--- src/rtl/rv32i_mem_pkg.sv ---
// Shared definitions for the memory-stage load/store unit: RV32I width
// codes, writeback result-source encodings, FSM states and the access
// legality rule.
package rv32i_mem_pkg;

    localparam logic [2:0] F3_BYTE   = 3'b000;
    localparam logic [2:0] F3_HALF   = 3'b001;
    localparam logic [2:0] F3_WORD   = 3'b010;
    localparam logic [2:0] F3_BYTE_U = 3'b100;
    localparam logic [2:0] F3_HALF_U = 3'b101;

    localparam logic [1:0] RES_ALU = 2'b00;
    localparam logic [1:0] RES_MEM = 2'b01;
    localparam logic [1:0] RES_PC4 = 2'b10;

    typedef enum logic {
        ST_IDLE = 1'b0,
        ST_BUSY = 1'b1
    } lsu_state_e;

    // A memory op is legal when it is exactly one of load/store, uses a
    // width code defined for that direction, and is naturally aligned.
    function automatic logic access_legal(input logic       is_load,
                                          input logic       is_store,
                                          input logic [2:0] f3,
                                          input logic [1:0] addr_lo);
        logic ok;
        ok = 1'b0;
        if (is_load && !is_store) begin
            case (f3)
                F3_BYTE, F3_BYTE_U: ok = 1'b1;
                F3_HALF, F3_HALF_U: ok = ~addr_lo[0];
                F3_WORD:            ok = (addr_lo == 2'b00);
                default:            ok = 1'b0;
            endcase
        end else if (is_store && !is_load) begin
            case (f3)
                F3_BYTE: ok = 1'b1;
                F3_HALF: ok = ~addr_lo[0];
                F3_WORD: ok = (addr_lo == 2'b00);
                default: ok = 1'b0;
            endcase
        end
        return ok;
    endfunction

endpackage

--- src/rtl/mem_stage_lsu_if.sv ---
// Data-memory valid/ack port. The LSU is the master; the memory answers
// with ack and, for loads, the raw word in the same cycle.
interface mem_stage_lsu_if;
    logic        req;
    logic        we;
    logic [31:0] addr;
    logic [3:0]  be;
    logic [31:0] wdata;
    logic        ack;
    logic [31:0] rdata;

    modport master (output req, we, addr, be, wdata, input ack, rdata);
    modport slave  (input req, we, addr, be, wdata, output ack, rdata);
endinterface

--- src/rtl/mem_align_unit.sv ---
// Byte-lane steering: builds store byte enables and replicated store data,
// and pulls the addressed byte/half out of a loaded word with sign or zero
// extension.
module mem_align_unit
    import rv32i_mem_pkg::*;
(
    input  logic [2:0]  i_st_funct3,
    input  logic [1:0]  i_st_addr_lo,
    input  logic [31:0] i_st_data,
    output logic [3:0]  o_st_be,
    output logic [31:0] o_st_wdata,
    input  logic [2:0]  i_ld_funct3,
    input  logic [1:0]  i_ld_addr_lo,
    input  logic [31:0] i_ld_rdata,
    output logic [31:0] o_ld_data
);

    logic [7:0]  w_ld_byte;
    logic [15:0] w_ld_half;

    // Store side: replicate the narrow datum on every lane and enable only
    // the lanes the address selects.
    always_comb begin
        o_st_be    = 4'b1111;
        o_st_wdata = i_st_data;
        case (i_st_funct3)
            F3_BYTE: begin
                o_st_be    = 4'b0001 << i_st_addr_lo;
                o_st_wdata = {4{i_st_data[7:0]}};
            end
            F3_HALF: begin
                o_st_be    = i_st_addr_lo[1] ? 4'b1100 : 4'b0011;
                o_st_wdata = {2{i_st_data[15:0]}};
            end
            default: begin
                o_st_be    = 4'b1111;
                o_st_wdata = i_st_data;
            end
        endcase
    end

    // Load side: pick the addressed byte and half-word lanes.
    always_comb begin
        w_ld_byte = i_ld_rdata[7:0];
        case (i_ld_addr_lo)
            2'b00: w_ld_byte = i_ld_rdata[7:0];
            2'b01: w_ld_byte = i_ld_rdata[15:8];
            2'b10: w_ld_byte = i_ld_rdata[23:16];
            2'b11: w_ld_byte = i_ld_rdata[31:24];
        endcase
        w_ld_half = i_ld_addr_lo[1] ? i_ld_rdata[31:16] : i_ld_rdata[15:0];
    end

    // Load side: extend the selected lane to 32 bits.
    always_comb begin
        o_ld_data = i_ld_rdata;
        case (i_ld_funct3)
            F3_BYTE:   o_ld_data = {{24{w_ld_byte[7]}}, w_ld_byte};
            F3_BYTE_U: o_ld_data = {24'b0, w_ld_byte};
            F3_HALF:   o_ld_data = {{16{w_ld_half[15]}}, w_ld_half};
            F3_HALF_U: o_ld_data = {16'b0, w_ld_half};
            default:   o_ld_data = i_ld_rdata;
        endcase
    end

endmodule

--- src/rtl/mem_stage_lsu.sv ---
// Memory-stage load/store unit: issues aligned data-memory requests,
// stalls the pipeline while an access is outstanding, and registers the
// selected result into the memory-to-writeback boundary.
module mem_stage_lsu
    import rv32i_mem_pkg::*;
(
    input  logic                   clk,
    input  logic                   rst_n,
    input  logic                   valid_m,
    input  logic                   mem_read_m,
    input  logic                   mem_write_m,
    input  logic [2:0]             funct3_m,
    input  logic                   reg_write_m,
    input  logic [1:0]             result_src_m,
    input  logic [31:0]            alu_result_m,
    input  logic [31:0]            write_data_m,
    input  logic [31:0]            pc_plus4_m,
    input  logic [4:0]             rd_m,
    mem_stage_lsu_if.master        dmem,
    output logic                   stall_m,
    output logic [31:0]            result_w,
    output logic [4:0]             rd_w,
    output logic                   reg_write_w,
    output logic                   valid_w,
    output logic                   fault_w
);

    lsu_state_e  r_state;
    logic        r_req;
    logic        r_we;
    logic [31:0] r_addr;
    logic [3:0]  r_be;
    logic [31:0] r_wdata;
    logic [2:0]  r_funct3;
    logic [1:0]  r_addr_lo;
    logic [4:0]  r_rd;
    logic        r_reg_write;
    logic [31:0] r_result_w;
    logic [4:0]  r_rd_w;
    logic        r_reg_write_w;
    logic        r_valid_w;
    logic        r_fault_w;

    logic        w_mem_op;
    logic        w_legal;
    logic        w_accept;
    logic        w_fault;
    logic [3:0]  w_st_be;
    logic [31:0] w_st_wdata;
    logic [31:0] w_ld_data;
    logic [31:0] w_idle_result;

    assign w_mem_op = valid_m & (mem_read_m | mem_write_m);
    assign w_legal  = access_legal(mem_read_m, mem_write_m, funct3_m, alu_result_m[1:0]);
    assign w_accept = (r_state == ST_IDLE) & w_mem_op & w_legal;
    assign w_fault  = (r_state == ST_IDLE) & w_mem_op & ~w_legal;

    mem_align_unit u_align (
        .i_st_funct3  (funct3_m),
        .i_st_addr_lo (alu_result_m[1:0]),
        .i_st_data    (write_data_m),
        .o_st_be      (w_st_be),
        .o_st_wdata   (w_st_wdata),
        .i_ld_funct3  (r_funct3),
        .i_ld_addr_lo (r_addr_lo),
        .i_ld_rdata   (dmem.rdata),
        .o_ld_data    (w_ld_data)
    );

    // Non-memory writeback value; the reserved encoding and a load-source
    // code without a memory op both fall back to the ALU result.
    always_comb begin
        w_idle_result = alu_result_m;
        if (result_src_m == RES_PC4) begin
            w_idle_result = pc_plus4_m;
        end
    end

    // Hold the pipeline on the accept cycle and on every BUSY cycle without
    // ack; the ack cycle releases so M advances on the completing edge.
    always_comb begin
        stall_m = 1'b0;
        if (rst_n) begin
            stall_m = w_accept | ((r_state == ST_BUSY) & ~dmem.ack);
        end
    end

    // Request/response FSM together with the registered writeback slot.
    always_ff @(posedge clk or negedge rst_n) begin
        if (!rst_n) begin
            r_state       <= ST_IDLE;
            r_req         <= 1'b0;
            r_we          <= 1'b0;
            r_addr        <= '0;
            r_be          <= '0;
            r_wdata       <= '0;
            r_funct3      <= '0;
            r_addr_lo     <= '0;
            r_rd          <= '0;
            r_reg_write   <= 1'b0;
            r_result_w    <= '0;
            r_rd_w        <= '0;
            r_reg_write_w <= 1'b0;
            r_valid_w     <= 1'b0;
            r_fault_w     <= 1'b0;
        end else begin
            case (r_state)
                ST_IDLE: begin
                    r_fault_w <= 1'b0;
                    if (w_accept) begin
                        r_req         <= 1'b1;
                        r_we          <= mem_write_m;
                        r_addr        <= {alu_result_m[31:2], 2'b00};
                        r_be          <= mem_write_m ? w_st_be : 4'b1111;
                        r_wdata       <= mem_write_m ? w_st_wdata : 32'b0;
                        r_funct3      <= funct3_m;
                        r_addr_lo     <= alu_result_m[1:0];
                        r_rd          <= rd_m;
                        r_reg_write   <= reg_write_m;
                        r_valid_w     <= 1'b0;
                        r_reg_write_w <= 1'b0;
                        r_state       <= ST_BUSY;
                    end else if (w_fault) begin
                        r_result_w    <= alu_result_m;
                        r_rd_w        <= rd_m;
                        r_reg_write_w <= 1'b0;
                        r_valid_w     <= 1'b1;
                        r_fault_w     <= 1'b1;
                    end else begin
                        r_result_w    <= w_idle_result;
                        r_rd_w        <= rd_m;
                        r_reg_write_w <= reg_write_m & valid_m;
                        r_valid_w     <= valid_m;
                    end
                end
                ST_BUSY: begin
                    r_fault_w <= 1'b0;
                    if (dmem.ack) begin
                        r_req         <= 1'b0;
                        r_result_w    <= r_we ? 32'b0 : w_ld_data;
                        r_rd_w        <= r_rd;
                        r_reg_write_w <= r_reg_write & ~r_we;
                        r_valid_w     <= 1'b1;
                        r_state       <= ST_IDLE;
                    end else begin
                        r_valid_w     <= 1'b0;
                        r_reg_write_w <= 1'b0;
                    end
                end
            endcase
        end
    end

    assign dmem.req    = r_req;
    assign dmem.we     = r_we;
    assign dmem.addr   = r_addr;
    assign dmem.be     = r_be;
    assign dmem.wdata  = r_wdata;
    assign result_w    = r_result_w;
    assign rd_w        = r_rd_w;
    assign reg_write_w = r_reg_write_w;
    assign valid_w     = r_valid_w;
    assign fault_w     = r_fault_w;

endmodule

--- src/flat_wrapper.sv ---
// flat-port wrapper written by rule: the top's interface ports become plain ports
module mem_stage_lsu_flat import rv32i_mem_pkg::*;
  (clk, rst_n, valid_m, mem_read_m, mem_write_m, funct3_m, reg_write_m, result_src_m, alu_result_m, write_data_m, pc_plus4_m, rd_m, stall_m, result_w, rd_w, reg_write_w, valid_w, fault_w, dmem_req, dmem_we, dmem_addr, dmem_be, dmem_wdata, dmem_ack, dmem_rdata);
  mem_stage_lsu_if dmem_i ();
  input  logic clk;
  input  logic rst_n;
  input  logic valid_m;
  input  logic mem_read_m;
  input  logic mem_write_m;
  input  logic [2:0] funct3_m;
  input  logic reg_write_m;
  input  logic [1:0] result_src_m;
  input  logic [31:0] alu_result_m;
  input  logic [31:0] write_data_m;
  input  logic [31:0] pc_plus4_m;
  input  logic [4:0] rd_m;
  output logic stall_m;
  output logic [31:0] result_w;
  output logic [4:0] rd_w;
  output logic reg_write_w;
  output logic valid_w;
  output logic fault_w;
  output wire logic [$bits(dmem_i.req)-1:0] dmem_req;
  output wire logic [$bits(dmem_i.we)-1:0] dmem_we;
  output wire logic [$bits(dmem_i.addr)-1:0] dmem_addr;
  output wire logic [$bits(dmem_i.be)-1:0] dmem_be;
  output wire logic [$bits(dmem_i.wdata)-1:0] dmem_wdata;
  input wire logic [$bits(dmem_i.ack)-1:0] dmem_ack;
  input wire logic [$bits(dmem_i.rdata)-1:0] dmem_rdata;
  assign dmem_req = dmem_i.req;
  assign dmem_we = dmem_i.we;
  assign dmem_addr = dmem_i.addr;
  assign dmem_be = dmem_i.be;
  assign dmem_wdata = dmem_i.wdata;
  assign dmem_i.ack = dmem_ack;
  assign dmem_i.rdata = dmem_rdata;
  mem_stage_lsu u_core (.clk(clk), .rst_n(rst_n), .valid_m(valid_m), .mem_read_m(mem_read_m), .mem_write_m(mem_write_m), .funct3_m(funct3_m), .reg_write_m(reg_write_m), .result_src_m(result_src_m), .alu_result_m(alu_result_m), .write_data_m(write_data_m), .pc_plus4_m(pc_plus4_m), .rd_m(rd_m), .dmem(dmem_i), .stall_m(stall_m), .result_w(result_w), .rd_w(rd_w), .reg_write_w(reg_write_w), .valid_w(valid_w), .fault_w(fault_w));
endmodule
--- config.mk ---
export PLATFORM = sky130hd
export DESIGN_NAME = mem_stage_lsu_flat
export DESIGN_NICKNAME = d
export VERILOG_FILES = /design/src/rtl/rv32i_mem_pkg.sv /design/src/rtl/mem_stage_lsu_if.sv /design/src/rtl/mem_align_unit.sv /design/src/rtl/mem_stage_lsu.sv /design/src/flat_wrapper.sv
export SDC_FILE = /design/constraint.sdc
export NUM_CORES = 1
export LEC_CHECK = 0
export CAP_MARGIN = 30
export CORE_MARGIN = 2
export CORE_UTILIZATION = 47
export CTS_CLUSTER_DIAMETER = 100
export DETAILED_ROUTE_END_ITERATION = 10
export GPL_ROUTABILITY_DRIVEN = 0
export PLACE_DENSITY_LB_ADDON = 0.25
export SLEW_MARGIN = 20
export SYNTH_ARGS = -nofsm -noshare
export SYNTH_HDL_FRONTEND = slang
export SYNTH_SLANG_ARGS = --single-unit
--- constraint.sdc ---
create_clock -name clk -period 4 [get_ports clk]
set_input_delay 0.6 -clock clk [delete_from_list [all_inputs] [get_ports clk]]
set_output_delay 0.6 -clock clk [all_outputs]
set_load 0.005 [all_outputs]
* Yosys cells after proc, flatten, opt, wreduce, memory -nomap -nowiden
Cells that the tools add are included.
Operators by class: equal/unequal tests 14, shift operators 1, muxes and demuxes 39, bitwise gates (word level) 14, reductions and logical operators 13
Operator list (count):
- $mux 32 | 6
- $pmux 32 s2 | 2
- $pmux 32 s4 | 1
- $pmux 8 s4 | 1
- $mux 16 | 1
- $mux 1 | 15
- $eq 3x3->1 const B | 4
- $mux 5 | 2
- $pmux 1 s2 | 5
- $pmux 5 s2 | 1
- $mux 4 | 2
- $pmux 4 s2 | 1
- $and 1x1->1 | 7
- $eq 2x2->1 const B | 3
- $eq 3x1->1 const B | 2
- $logic_not 3->1 | 2
- $pmux 1 s3 | 2
- $reduce_and 2->1 | 3
- $not 1->1 | 5
- $logic_not 2->1 | 2
- $ne 2x2->1 const B | 2
- $reduce_or 2->1 | 2
- $shl 1x2->4 const A | 1
- $eq 3x2->1 const B | 1
- 5 further kinds | 8
Word-level totals: register bits after elaboration 120, output and inout bits 111

* Logic depth before layout (Yosys ltp)
depth after elaboration 9, gate-level depth with buffers 8

* Hierarchy
Synthesis repeated with hierarchy kept, for this count alone.
Second synthesis, totals: cell total of the unflattened synthesis 731, area, all modules 6975.4 µm²
By module, submodules not included:
- mem_stage_lsu | times used 1, cells an instance 571, area each 5811.8 µm², sequential area each 3002.9 µm²
- mem_align_unit | times used 1, cells an instance 160, area each 1163.6 µm², sequential area each 0.0 µm²

* Worst setup path before layout
No wires, ideal clock.
path type input port to output port, start input port mem_read_m, end output port stall_m, arrival time 1791 ps, required time 3400 ps, path slack 1609 ps, cell stages on the path 5, buffers on the path 1, cell sequence or3b_4 > a2111oi_4 > a21oi_1 > buf_2 > nor2b_1
On the way: word-level cells in the longest chain between the ends 7
RTL lines:
- from (decl) | RTL line flat_wrapper.sv:8 | input logic mem_read_m;
- $logic_not 1->1 | RTL line rv32i_mem_pkg.sv:36 | end else if (is_store && !is_load) begin
- $logic_and 1x1->1 | RTL line rv32i_mem_pkg.sv:36
- $mux 1 | RTL line rv32i_mem_pkg.sv:36
- $mux 1 | RTL line rv32i_mem_pkg.sv:29 | if (is_load && !is_store) begin
- $and 1x1->1 * | RTL line mem_stage_lsu.sv:55 | assign w_accept = (r_state == ST_IDLE) & w_mem_op & w_legal;
- $or 1x1->1 * | RTL line mem_stage_lsu.sv:84 | stall_m = w_accept | ((r_state == ST_BUSY) & ~dmem.ack);
- $mux 1 * | RTL line mem_stage_lsu.sv:83 | if (rst_n) begin
- to (decl) | RTL line flat_wrapper.sv:17 | output logic stall_m;
Every way passes the cells marked *; elsewhere a longest branch is shown, timed or not.

* Final worst setup path
start input port funct3_m[2], end output port stall_m
On the way: word-level cells in the longest chain between the ends 7
RTL lines:
- from (decl) | RTL line flat_wrapper.sv:10 | input logic [2:0] funct3_m;
- $eq 3x2->1 (tied with other cells) | RTL line rv32i_mem_pkg.sv:30, rv32i_mem_pkg.sv:37
- $pmux 1 s3 or $reduce_or 2->1 (tied branches) | RTL line rv32i_mem_pkg.sv:37, rv32i_mem_pkg.sv:30
- $mux 1 or $pmux 1 s3 (tied branches) | RTL line rv32i_mem_pkg.sv:36, rv32i_mem_pkg.sv:30
- $mux 1 * | RTL line rv32i_mem_pkg.sv:29
- $and 1x1->1 * | RTL line mem_stage_lsu.sv:55
- $or 1x1->1 * | RTL line mem_stage_lsu.sv:84
- $mux 1 * | RTL line mem_stage_lsu.sv:83
Marks and branches as above.

==> out/metrics.cfg <==
[run_status]
run_status=finished, final reports clean

[sta]
finalHoldViolations=0
fin_crit_ns=3.48
clock.fmax_ghz=0.287
setup_viol=0
tns_ns=0
grt_setup_unrepaired=no
max_slew_margin=0.401
worst_slack_ns=0.520
slew_viol_final=0
fin_skew_ns=0.00530
finalCritPeriodShare=0.870
tightestPinTransition_ns=0.898

[job]
maxCapViolCount=0

[layout]
area_growth_syn_to_layout_pct=50.0
num-nets-final=1097
layout-drive-gt1-share=0.0676
layout.cells.non_filler=1138
final_cell_area_um2=9510
fillCellCount=1048
antennaDiodeCount=0

[pwr]
p_per_area_nw_per_um2=444
finalPower_mw=4.22
peakVddDrop_mv=0.282
cellLeakagePower_nw=4.02

[floorplan]
start_util=0.481
dieHeight_um=120
fp.coreArea_um2=13200
rows=42
ioPinCount=256
die_width_um=120
dieArea_um2=14400

[clocking]
cts_setup_buffers=0
cts_made_buffers=17
clk_pin_slew_ns=0.05
cts_tree=built
cts_hold_buf=0
clockRootBuffer=clkbuf_16
insertion_delay_ns=0.41
clockBufferDepth=2
cts.repair.resized=0
h-tree-depth=4
numClockSinks=120

[worst_setup_path]
startpoint=funct3_m[2]
r2r-start=u_core.r_state
crit_type=primary input to output pin
worst_ep_required_time_ns=3.40
cp-start-kind=primary input
critical_path_arrival_ns=2.88
end_kind=output pin
cp_max_fo=5

[synthesis]
postSynthAreaPerCell_um2=8.78
ys_ff_latch=120
ys_types=49
yosys_warnings=0
post_synth_inst_count=722
yosysSeqAreaShare=0.474
synth-edff-count=0
synthFlopType=dfrtp_1
synthArstFlopShare=1.00
syn_area_um2=6340

[global_route]
grt_max_degree=78
grt_pass1_wl_um=33000
overflow=0
grt_pass1_vias=6037
grt_usage=0.297
antenna_found_initial=0

[routing]
via_per_inst=5.56
drcViolationCount=0
wire_per_inst_um=18.4
num_vias=6327
wirelength_um=21000
ant_nets=0
drt_pass1_iterations=7
drtIter0Drc=569

[hold_path]
hold_class=primary input to async pin

[place]
placed_area_um2=8990
place_inst=1109
hpwlAfterDp_um=15200
dp_slack_ns=0.516
numPortBuffers=253

-- layout make-up --
cell class              count  area (µm²)  share of cell area
multi-input cells         535        3060               0.322
flip-flops and latches    120        3000               0.316
repair buffers            271        2680               0.282
clock buffers              25         495              0.0521
well taps                 176         220              0.0232
inverters                   7        26.3             0.00276
clock inverters             4        20.0             0.00211
-- worst max-delay path, stage by stage --
cell             delay, ns
clkdlybuf4s50_1       0.52
or3b_4                0.45
a2111oi_4             0.50
a21oi_4               0.11
nor2b_1               0.13
clkdlybuf4s50_1       0.57
-- kinds of logic (layout without fill, tap and decap cells) --
group,count (synthesis),count (layout),synth area share
and+or+nand+nor,295,295,0.189
other,1,2,0.000592
AOI/OAI and AO/OA,183,183,0.196
buffers and inverters,68,307,0.0476
muxes,55,55,0.0926
DFF,120,120,0.474
-- synthesized netlist by cell type, types with 2 or more instances --
cell type / number / area (µm²)
nand2_1: 172 / 646
dfrtp_1: 120 / 3000
nor2_1: 86 / 323
o21ai_0: 45 / 225
mux2i_1: 35 / 350
clkbuf_1: 29 / 109
buf_2: 28 / 140
a31oi_1: 21 / 131
a211oi_1: 19 / 143
o22ai_1: 18 / 113
a21oi_1: 17 / 85.1
a41oi_1: 15 / 131
mux2_1: 10 / 113
and2_1: 9 / 56.3
mux2_2: 9 / 101
o21ai_1: 9 / 45.0
a21boi_0: 8 / 60.1
a32o_1: 7 / 70.1
inv_1: 7 / 26.3
nand2b_1: 7 / 43.8
nor3_1: 7 / 35.0
nor2b_1: 5 / 31.3
a2bb2oi_1: 3 / 26.3
buf_4: 3 / 22.5
o31ai_1: 3 / 22.5
a2111oi_0: 2 / 17.5
and3_1: 2 / 12.5
nand3_1: 2 / 10.0
o211ai_1: 2 / 15.0
o21a_1: 2 / 15.0
o2bb2ai_1: 2 / 17.5
-- cells in the final DEF, fill, tap and decap left out, drive strengths merged, types with 19 or more instances in the layout --
| cell | n |
|---|---|
| clkdlybuf4s50 | 252 |
| nand2 | 172 |
| dfrtp | 120 |
| nor2 | 86 |
| o21ai | 55 |
| mux2i | 35 |
| clkbuf | 25 |
| a31oi | 21 |
| a211oi | 19 |
| buf | 19 |
| mux2 | 19 |
-- sequential cells by signal (all words and copies together) (netlist names) --
signal,cells
u_core.r_funct3,3
u_core.valid_w,1
u_core.fault_w,1
u_core.dmem.wdata,32
u_core.result_w,32
u_core.dmem.req,1
u_core.r_addr_lo,2
u_core.r_rd,5
u_core.rd_w,5
u_core.dmem.be,4
u_core.dmem.we,1
u_core.reg_write_w,1
u_core.r_state,1
u_core.dmem.addr,30
u_core.r_reg_write,1
-- metal layers --
layer | track usage | wire length (µm) | part of all wire | vias up
li1 | - | - | - | 2976
met1 | 0.416 | 9210 | 0.44 | 3015
met2 | 0.441 | 9640 | 0.46 | 288
met3 | 0.0713 | 1490 | 0.071 | 48
met4 | 0.125 | 626 | 0.030 | 0
met5 | 0 | 0 | 0 | -
-- stage by stage --
| step | hold WS (ns) | util |
|---|---|---|
| 4_1_cts | 0.400 | 0.721 |
| 2_1_floorplan | 0.304 | - |
| 3_5_place_dp | 0.463 | 0.682 |
| 5_1_grt | 0.446 | 0.721 |
| 3_3_place_gp | 0.459 | 0.682 |
| 6_report | 0.385 | 0.721 |
-- worst paths after layout --
check	endpoint	slack (ns)	depth (start not counted)
worst max-delay path	stall_m	0.52	6
worst min-delay path	u_core.dmem.addr[2]	0.39	2
worst max register to register	u_core.result_w[12]	1.23	4
worst min register to register	u_core.dmem.addr[17]	0.47	2
max in group asynchronous	u_core.dmem.wdata[20]	2.32	3
min in group clk	u_core.dmem.addr[17]	0.47	2
-- report_power, final --
part / switching, mW / leakage [nW] / internal [mW]
clock: 0.507 / 0.259 / 0.841
combinational: 0.492 / 2.28 / 0.728
sequential: 0.182 / 1.48 / 1.47
total: 1.18 / 4.02 / 3.03
Note: power is estimated with default switching activity, not from simulation.
